$ cat config.mk
export PLATFORM = sky130hd
export DESIGN_NAME = mem_arbiter_flat
export DESIGN_NICKNAME = d
export VERILOG_FILES = /design/src/rtl/mem_arbiter_if.sv /design/src/rtl/mem_arbiter.sv /design/src/flat_wrapper.sv
export SDC_FILE = /design/constraint.sdc
export NUM_CORES = 1
export LEC_CHECK = 0
export BUFFER_PORTS_ARGS = -buffer_cell sky130_fd_sc_hd__buf_2
export CAP_MARGIN = 20
export CORE_AREA = 2 2 173 175
export CTS_BUF_LIST = sky130_fd_sc_hd__clkbuf_2 sky130_fd_sc_hd__clkbuf_4 sky130_fd_sc_hd__clkbuf_8
export DETAILED_ROUTE_END_ITERATION = 8
export DIE_AREA = 0 0 175 177
export PLACE_DENSITY_LB_ADDON = 0.2
export SLEW_MARGIN = 20
export SYNTH_ARGS = -nofsm -noshare
export SYNTH_HDL_FRONTEND = slang
export SYNTH_SLANG_ARGS = --single-unit
$ cat constraint.sdc
create_clock -name clock -period 1.8 [get_ports clock]
set_input_delay 0.09 -clock clock [delete_from_list [all_inputs] [get_ports clock]]
set_output_delay 0.09 -clock clock [all_outputs]
set_load 0.1 [all_outputs]
$ cat src/rtl/mem_arbiter_if.sv
// Bundle of the cache-side and memory-side signals around the memory arbiter.
// The caches and memory model hold the master side; the arbiter holds the slave side.
interface mem_arbiter_if #(
    parameter int XLEN  = 32,
    parameter int TAG_W = 4
);
    logic [1:0]       Imem_command;
    logic [XLEN-1:0]  Imem_addr;
    logic [1:0]       Dmem_command;
    logic [XLEN-1:0]  Dmem_addr;
    logic [63:0]      Dmem_data;
    logic [TAG_W-1:0] mem2proc_response;
    logic [63:0]      mem2proc_data;
    logic [TAG_W-1:0] mem2proc_tag;

    logic [1:0]       proc2mem_command;
    logic [XLEN-1:0]  proc2mem_addr;
    logic [63:0]      proc2mem_data;
    logic [TAG_W-1:0] Imem2proc_response;
    logic [63:0]      Imem2proc_data;
    logic [TAG_W-1:0] Imem2proc_tag;
    logic [TAG_W-1:0] Dmem2proc_response;
    logic [63:0]      Dmem2proc_data;
    logic [TAG_W-1:0] Dmem2proc_tag;
    logic             d_granted;
    logic             tag_error;

    modport master (
        output Imem_command, Imem_addr,
        output Dmem_command, Dmem_addr, Dmem_data,
        output mem2proc_response, mem2proc_data, mem2proc_tag,
        input  proc2mem_command, proc2mem_addr, proc2mem_data,
        input  Imem2proc_response, Imem2proc_data, Imem2proc_tag,
        input  Dmem2proc_response, Dmem2proc_data, Dmem2proc_tag,
        input  d_granted, tag_error
    );

    modport slave (
        input  Imem_command, Imem_addr,
        input  Dmem_command, Dmem_addr, Dmem_data,
        input  mem2proc_response, mem2proc_data, mem2proc_tag,
        output proc2mem_command, proc2mem_addr, proc2mem_data,
        output Imem2proc_response, Imem2proc_data, Imem2proc_tag,
        output Dmem2proc_response, Dmem2proc_data, Dmem2proc_tag,
        output d_granted, tag_error
    );
endinterface

$ cat src/rtl/mem_arbiter.sv
// Shares one memory port between icache and dcache, with an anti-starvation
// counter for the icache and a tag owner table that steers returns.
module mem_arbiter #(
    parameter int XLEN         = 32,
    parameter int TAG_W        = 4,
    parameter int STARVE_LIMIT = 4
) (
    input  logic         clock,
    input  logic         reset_n,
    mem_arbiter_if.slave bus
);
    localparam int NENT  = 1 << TAG_W;
    localparam int CNT_W = $clog2(STARVE_LIMIT + 1);

    localparam logic [1:0] CMD_NONE  = 2'd0;
    localparam logic [1:0] CMD_LOAD  = 2'd1;
    localparam logic [1:0] CMD_STORE = 2'd2;
    localparam logic [CNT_W-1:0] LIMIT = CNT_W'(STARVE_LIMIT);

    logic             i_req;
    logic             d_req;
    logic             starved;
    logic             i_win;
    logic             d_win;
    logic [1:0]       fwd_cmd;
    logic             resp_nz;
    logic             accept_load;
    logic             ret_nz;
    logic             ret_hit;
    logic             ret_own_d;

    logic [CNT_W-1:0] starve_cnt_q, starve_cnt_d;
    logic [NENT-1:0]  valid_q, valid_d;
    // owner bit set means the dcache issued that tag
    logic [NENT-1:0]  owner_q, owner_d;
    logic             tag_error_q, tag_error_d;

    always_comb begin
        i_req   = (bus.Imem_command == CMD_LOAD);
        d_req   = (bus.Dmem_command == CMD_LOAD)
               || (bus.Dmem_command == CMD_STORE);
        starved = (starve_cnt_q >= LIMIT);
        i_win   = i_req && (!d_req || starved);
        d_win   = d_req && !i_win;
    end

    always_comb begin
        fwd_cmd = CMD_NONE;
        bus.proc2mem_addr = '0;
        bus.proc2mem_data = '0;
        unique case (1'b1)
            d_win: begin
                fwd_cmd = bus.Dmem_command;
                bus.proc2mem_addr = bus.Dmem_addr;
                bus.proc2mem_data = bus.Dmem_data;
            end
            i_win: begin
                fwd_cmd = CMD_LOAD;
                bus.proc2mem_addr = bus.Imem_addr;
            end
            default: ;
        endcase
        bus.proc2mem_command = fwd_cmd;
        bus.d_granted = d_win;
    end

    always_comb begin
        resp_nz     = (bus.mem2proc_response != '0);
        accept_load = resp_nz && (fwd_cmd == CMD_LOAD);
        bus.Imem2proc_response = i_win ? bus.mem2proc_response : '0;
        bus.Dmem2proc_response = d_win ? bus.mem2proc_response : '0;
    end

    always_comb begin
        ret_nz    = (bus.mem2proc_tag != '0);
        ret_hit   = ret_nz && valid_q[bus.mem2proc_tag];
        ret_own_d = owner_q[bus.mem2proc_tag];
        bus.Imem2proc_tag  = '0;
        bus.Imem2proc_data = '0;
        bus.Dmem2proc_tag  = '0;
        bus.Dmem2proc_data = '0;
        if (ret_hit && ret_own_d) begin
            bus.Dmem2proc_tag  = bus.mem2proc_tag;
            bus.Dmem2proc_data = bus.mem2proc_data;
        end else if (ret_hit) begin
            bus.Imem2proc_tag  = bus.mem2proc_tag;
            bus.Imem2proc_data = bus.mem2proc_data;
        end
        bus.tag_error = tag_error_q;
    end

    always_comb begin
        starve_cnt_d = starve_cnt_q;
        if (i_req && !i_win) begin
            if (starve_cnt_q != LIMIT) begin
                starve_cnt_d = starve_cnt_q + CNT_W'(1);
            end
        end else if (i_win && resp_nz) begin
            starve_cnt_d = '0;
        end else if (!i_win) begin
            starve_cnt_d = '0;
        end
    end

    // a new issue on the returning tag overrides that tag's clear
    always_comb begin
        valid_d     = valid_q;
        owner_d     = owner_q;
        tag_error_d = ret_nz && !ret_hit;
        if (ret_hit) begin
            valid_d[bus.mem2proc_tag] = 1'b0;
        end
        if (accept_load) begin
            valid_d[bus.mem2proc_response] = 1'b1;
            owner_d[bus.mem2proc_response] = d_win;
        end
    end

    always_ff @(posedge clock or negedge reset_n) begin
        if (!reset_n) begin
            starve_cnt_q <= '0;
            valid_q      <= '0;
            owner_q      <= '0;
            tag_error_q  <= 1'b0;
        end else begin
            starve_cnt_q <= starve_cnt_d;
            valid_q      <= valid_d;
            owner_q      <= owner_d;
            tag_error_q  <= tag_error_d;
        end
    end
endmodule
$ cat src/flat_wrapper.sv
// flat-port wrapper written by rule: the top's interface ports become plain ports
module mem_arbiter_flat 
#(
    parameter int XLEN         = 32,
    parameter int TAG_W        = 4,
    parameter int STARVE_LIMIT = 4
)
  (clock, reset_n, bus_Imem_command, bus_Imem_addr, bus_Dmem_command, bus_Dmem_addr, bus_Dmem_data, bus_mem2proc_response, bus_mem2proc_data, bus_mem2proc_tag, bus_proc2mem_command, bus_proc2mem_addr, bus_proc2mem_data, bus_Imem2proc_response, bus_Imem2proc_data, bus_Imem2proc_tag, bus_Dmem2proc_response, bus_Dmem2proc_data, bus_Dmem2proc_tag, bus_d_granted, bus_tag_error);
  mem_arbiter_if #(.XLEN(XLEN), .TAG_W(TAG_W)) bus_i ();
  input  logic clock;
  input  logic reset_n;
  input wire logic [$bits(bus_i.Imem_command)-1:0] bus_Imem_command;
  input wire logic [$bits(bus_i.Imem_addr)-1:0] bus_Imem_addr;
  input wire logic [$bits(bus_i.Dmem_command)-1:0] bus_Dmem_command;
  input wire logic [$bits(bus_i.Dmem_addr)-1:0] bus_Dmem_addr;
  input wire logic [$bits(bus_i.Dmem_data)-1:0] bus_Dmem_data;
  input wire logic [$bits(bus_i.mem2proc_response)-1:0] bus_mem2proc_response;
  input wire logic [$bits(bus_i.mem2proc_data)-1:0] bus_mem2proc_data;
  input wire logic [$bits(bus_i.mem2proc_tag)-1:0] bus_mem2proc_tag;
  output wire logic [$bits(bus_i.proc2mem_command)-1:0] bus_proc2mem_command;
  output wire logic [$bits(bus_i.proc2mem_addr)-1:0] bus_proc2mem_addr;
  output wire logic [$bits(bus_i.proc2mem_data)-1:0] bus_proc2mem_data;
  output wire logic [$bits(bus_i.Imem2proc_response)-1:0] bus_Imem2proc_response;
  output wire logic [$bits(bus_i.Imem2proc_data)-1:0] bus_Imem2proc_data;
  output wire logic [$bits(bus_i.Imem2proc_tag)-1:0] bus_Imem2proc_tag;
  output wire logic [$bits(bus_i.Dmem2proc_response)-1:0] bus_Dmem2proc_response;
  output wire logic [$bits(bus_i.Dmem2proc_data)-1:0] bus_Dmem2proc_data;
  output wire logic [$bits(bus_i.Dmem2proc_tag)-1:0] bus_Dmem2proc_tag;
  output wire logic [$bits(bus_i.d_granted)-1:0] bus_d_granted;
  output wire logic [$bits(bus_i.tag_error)-1:0] bus_tag_error;
  assign bus_i.Imem_command = bus_Imem_command;
  assign bus_i.Imem_addr = bus_Imem_addr;
  assign bus_i.Dmem_command = bus_Dmem_command;
  assign bus_i.Dmem_addr = bus_Dmem_addr;
  assign bus_i.Dmem_data = bus_Dmem_data;
  assign bus_i.mem2proc_response = bus_mem2proc_response;
  assign bus_i.mem2proc_data = bus_mem2proc_data;
  assign bus_i.mem2proc_tag = bus_mem2proc_tag;
  assign bus_proc2mem_command = bus_i.proc2mem_command;
  assign bus_proc2mem_addr = bus_i.proc2mem_addr;
  assign bus_proc2mem_data = bus_i.proc2mem_data;
  assign bus_Imem2proc_response = bus_i.Imem2proc_response;
  assign bus_Imem2proc_data = bus_i.Imem2proc_data;
  assign bus_Imem2proc_tag = bus_i.Imem2proc_tag;
  assign bus_Dmem2proc_response = bus_i.Dmem2proc_response;
  assign bus_Dmem2proc_data = bus_i.Dmem2proc_data;
  assign bus_Dmem2proc_tag = bus_i.Dmem2proc_tag;
  assign bus_d_granted = bus_i.d_granted;
  assign bus_tag_error = bus_i.tag_error;
  mem_arbiter #(.XLEN(XLEN), .TAG_W(TAG_W), .STARVE_LIMIT(STARVE_LIMIT)) u_core (.clock(clock), .reset_n(reset_n), .bus(bus_i));
endmodule
# ---- After elaboration in Yosys (flattened, before gate mapping)
# Index checks and enable logic that the tools add are counted.
dict set report word_totals {
  out_inout_bits 244
  wordCells 64
  reg_bits 36
  input_bits 206
}
dict set report op_classes {
  addsub 1
  n_bitwise 3
  n_mux 26
  eq_ne 7
  n_lt_le_gt_ge 5
  reduce_logical 18
}
# operator n
set ops {}
lappend ops {{$mux 64} 4}
lappend ops {{$pmux 32 s2} 1}
lappend ops {{$mux 16} 2}
lappend ops {{$mux 4} 5}
lappend ops {{$and 16x16->16} 1}
lappend ops {{$bwmux 16} 1}
lappend ops {{$not 16->16} 1}
lappend ops {{$or 16x16->16} 1}
lappend ops {{$mux 3} 4}
lappend ops {{$logic_and 1x1->1} 10}
lappend ops {{$lt 4x5->1 const B} 2}
lappend ops {{$bmux 1 s4} 2}
lappend ops {{$demux 1 s4} 2}
lappend ops {{$ge 4x1->1 const B} 2}
lappend ops {{$reduce_bool 4->1} 2}
lappend ops {{$eq 2x1->1 const B} 3}
lappend ops {{$ne 3x3->1 const B} 2}
lappend ops {{$mux 1} 4}
lappend ops {{$pmux 2 s2} 1}
lappend ops {{$add 3x1->3 const B} 1}
lappend ops {{$ge 3x3->1 const B} 1}
lappend ops {{$logic_not 1->1} 3}
lappend ops {{$eq 2x2->1 const B} 1}
lappend ops {{$logic_or 1x1->1} 2}
lappend ops {{2 further kinds} 2}

# ---- Longest topological paths before layout
dict set report depth {
  word_depth 11
  mapped_depth 9
  ltp_nobuf 5
}

# ---- Least setup slack after synthesis
# No wires, ideal clock.
dict set report synth_timing {
  path_type {register -> output}
  from {reg u_core.starve_cnt_q[2]}
  to {out bus_proc2mem_command[1]}
  path_slack_ns -1.523
  required_ns 1.710
  stages_incl_launch_ff 5
  arrival_time_ns 3.233
  path_buffers 2
  path_cell_list {dfrtp_1 o21ba_2 clkbuf_1 clkbuf_1 nor3b_1}
}
dict set report synth_via {
  elab_chain_cells 6
}
# item line
set synth_lines {}
lappend synth_lines {{start: declaration} mem_arbiter.sv:32} ;# logic [CNT_W-1:0] starve_cnt_q, starve_cnt_d;
lappend synth_lines {{start signal: assignment} mem_arbiter.sv:126} ;# starve_cnt_q <= starve_cnt_d;
lappend synth_lines {{$ge 3x3->1 (*)} mem_arbiter.sv:42} ;# starved = (starve_cnt_q >= LIMIT);
lappend synth_lines {{$logic_or 1x1->1 (*)} mem_arbiter.sv:43} ;# i_win = i_req && (!d_req || starved);
lappend synth_lines {{$logic_and 1x1->1 (*)} mem_arbiter.sv:43}
lappend synth_lines {{$logic_not 1->1} mem_arbiter.sv:44} ;# d_win = d_req && !i_win;
lappend synth_lines {{$logic_and 1x1->1} mem_arbiter.sv:44}
lappend synth_lines {{$pmux 2 s2 (*)} mem_arbiter.sv:51} ;# unique case (1'b1)
lappend synth_lines {{end: declaration} flat_wrapper.sv:20} ;# output wire logic [$bits(bus_i.proc2mem_command)-1:0] bus_proc2mem_command;
# Mark *: on every way between the ends. The rest lies on a longest branch, timed or not.

# ---- Worst setup path after layout
dict set report layout_timing {
  from {reg u_core.owner_q[11]}
  to {out bus_Imem2proc_data[18]}
}
dict set report layout_via {
  elab_chain_cells 4
}
# item line
set layout_lines {}
lappend layout_lines {{start: declaration} mem_arbiter.sv:35} ;# logic [NENT-1:0] owner_q, owner_d;
lappend layout_lines {{start signal: assignment} mem_arbiter.sv:128} ;# owner_q <= owner_d;
lappend layout_lines {{$bmux 1 s4} mem_arbiter.sv:77} ;# ret_own_d = owner_q[bus.mem2proc_tag];
lappend layout_lines {{$mux 1 (not written as such)} mem_arbiter.sv:77}
lappend layout_lines {{$logic_and 1x1->1} mem_arbiter.sv:82} ;# if (ret_hit && ret_own_d) begin
lappend layout_lines {{$mux 64} mem_arbiter.sv:82}
lappend layout_lines {{end: declaration} flat_wrapper.sv:24} ;# output wire logic [$bits(bus_i.Imem2proc_data)-1:0] bus_Imem2proc_data;
# Every way passes these cells. The select of a mux whose other input is x is not followed.

==> results.md <==
- Initial core utilization: 0.125
- 1st-iter DRT viols: 186
- Crit end category: primary output
- Critical path required time: 1.71 ns
- Core Footprint: 0.0292 mm2
- Post-DRT Antenna Nets: 0
- Post-synthesis sequential area ratio: 0.247
- Wirelength per Cell: 20.7 um
- Vias: 5,576
- CP bufs+invs: 3
- Fmax: 0.411 GHz
- Area delta synth->final: 240%
- Startpoint types: flop
- HP Class: input pin to flop
- Rows: 63
- Antenna violations before repair: 6
- Max incr delay on CP: 0.49 ns
- Clock Tree Buf Depth: 2
- Full die area: 0.0310 mm2
- Final core utilization: 0.425
- Clock root buffer: clkbuf_8
- Total power: 0.00991 W
- Setup CP Type: flop to primary output
- Flops & latches, synth: 36
- Synth Area per Inst: 8.07 um2
- Skew final: 0.00567 ns
- Gp weighted congestion: 0.782
- Fillers: 2,772
- Via density: 4.17
- Cell Count, Final, Fillers Out: 1,338
- Period utilization: 1.35
- Max-slew violations: 0
- Crit-path slowest cell: mux4_2
- DR pass1 iterations: 4
- Pin count of the biggest net entering global routing: 47
- Post-Syn Area: 0.00365 mm2
- First-pass GRT wire length: 38,300 um
- Status: finished with violations
- CP cell instances: mux4_2 -> nand2_2 -> nand4_1 -> nor2_4 -> buf_12 -> clkbuf_16 -> and3_4 -> buf_12
- Final WL: 27,600 um
- CTS buffer count: 5
- NumNets Final: 1,154
- Share of cells above drive strength 1: 0.860
- H-tree depth: 2
- Clk slew on worst S/H paths: 0.07 ns
- Worst skew pair latency: 0.28 ns
- Synth warnings: 0
- PortBufs: 449
- TritonCTS clock tree: built
- Worst rel slew slack: 0.659
- Commonest non-fill, non-tap cell in the layout: buf_12
- Worst slew pin tran: 0.510 ns
- Post-synth EDFFs: 0
- Commonest register cell after synthesis: dfrtp_1
- RSZ-0062 raised after global routing: yes
- Placed cells: 1,276
- Sink Count: 36
- P_leak: 5.52 nW
- CP arrival: 2.34 ns
- DRC: 0
- Final setup viols: 209
- # Max-Cap Violations: 0
- Setup ws final: -0.632 ns
- Yosys cell types: 36
- Die width: 175 um
- Vias in the first global route: 5,790
- Syn nets: 661
- Mapped Cells: 453
- Min Tclk post-route: 2.43 ns
- CP top delay family: simple AND/OR/NAND/NOR gates
- DP HPWL: 21,100 um
- Peak VDD IR: 0.353 mV
- Violated checks: negative setup slack
- Global Route Usage Sum: 0.165
- CP Max Fanout: 11
- Most used cell, CP: buf_12
- FFs w/ async S/R, synth: 1.00
- Final hold violation count: 0
- Pwr dens: 798 mW/mm2
- Ports: 450
- Gr ovfl total: 0
- Commonest non-fill, non-tap cells in the layout: buf_12, buf_2, and3_4
- Die Height: 177 um
==> registers in the layout (all words and copies together) (netlist names) <==
signal,count
u_core.bus.tag_error,1
u_core.owner_q,16
u_core.starve_cnt_q,3
u_core.valid_q,16
==> area by class of cell <==
class                   instances  area [um2]  area share
repair buffers                540        7270       0.586
diodes                          1        2.50    0.000202
clock inverters                 2        35.0     0.00282
multi-input cells             361        3630       0.292
well taps                     390         488      0.0393
clock buffers                   6        76.3     0.00615
inverters                       2        7.51    0.000605
flip-flops and latches         36         901      0.0726
==> through the flow <==
stage               area (um2)  worst slack, ns  setup TNS (ns)  hold WS (ns)
floorplan                 4480           -0.268          -20.91        -0.206
global placement         11000           -0.403          -47.46         0.167
detailed placement       11000           -0.421          -48.34         0.165
CTS                      12300           -0.616          -89.76         0.202
global route             12400           -0.728          -98.98         0.217
finish                   12400           -0.632          -79.39         0.207
==> Yosys cell counts, types with 3 or more instances <==
library cell	number	share of area
and3_1	128	0.22
a22o_1	32	0.077
mux2_2	3	0.0092
nand2b_1	9	0.015
nand3_1	3	0.0041
o22a_1	3	0.0072
o41ai_1	10	0.024
and2_1	82	0.14
nor2b_1	3	0.0051
buf_6	10	0.031
nand2_1	12	0.012
o21ai_0	33	0.045
nor2_1	9	0.0092
buf_2	6	0.0082
mux4_2	8	0.049
dfrtp_1	36	0.25
clkbuf_1	38	0.039
nor3_1	3	0.0041
==> cells by family (layout without fill, tap and decap cells) <==
kind of cell | Yosys count | count (layout) | share of synthesized area
AO/OA/AOI/OAI | 86 | 86 | 0.173
XOR/XNOR | 1 | 1 | 0.00240
adder cells (fa/ha/maj) | 2 | 2 | 0.00685
buffers and inverters | 57 | 550 | 0.0812
flip-flops | 36 | 36 | 0.247
multiplexers | 11 | 11 | 0.0586
other | 0 | 1 | 0
AND/OR/NAND/NOR | 260 | 261 | 0.432
==> worst reg2reg max path: stages, from the launching register on <==
cell and delay, ns:
dfrtp_1 0.37, buf_4 0.14, nor2b_1 0.04, o21bai_1 0.25, buf_4 0.17, nand4b_1 0.10, nand2b_1 0.22, mux2_2 0.30
==> per-layer routing <==
metal / GRT usage / up-vias / wire length, um
li1: - / 2638 / -
met1: 0.164 / 2593 / 9160
met2: 0.338 / 309 / 15700
met3: 0.0513 / 32 / 2300
met4: 0.0226 / 4 / 446
met5: 0 / - / 30
==> power breakdown <==
group / switching (W) / internal [W] / leakage [nW]
clock: 0.000276 / 0.000426 / 0.0586
combinational: 0.00490 / 0.00328 / 5.00
sequential: 0.0000738 / 0.000960 / 0.462
total: 0.00525 / 0.00467 / 5.52
==> final timing paths <==
| check | startpoint | endpoint | slack [ns] | cells after the start |
|---|---|---|---|---|
| worst min-delay path | bus_Imem_command[0] | u_core.starve_cnt_q[0] | 0.21 | 3 |
| max in group asynchronous | reset_n | u_core.valid_q[7] | 1.08 | 3 |
| worst min register to register | u_core.owner_q[0] | u_core.owner_q[0] | 0.37 | 0 |
| worst max-delay path | u_core.owner_q[11] | bus_Imem2proc_data[18] | -0.63 | 8 |
| min in group asynchronous | reset_n | u_core.starve_cnt_q[0] | 0.39 | 3 |
| worst max register to register | u_core.starve_cnt_q[2] | u_core.owner_q[2] | 0.10 | 7 |
==> repair_timing <==
item,in CTS,in global routing
setup buffers,25,13
cloned,20,11
hold buffers,1,0
pin swaps,48,52
gates resized for setup,111,62
endpoints found under the setup margin,236,238
endpoints found under the hold margin,36,0
No activity file was read; power rests on OpenSTA's default activity.
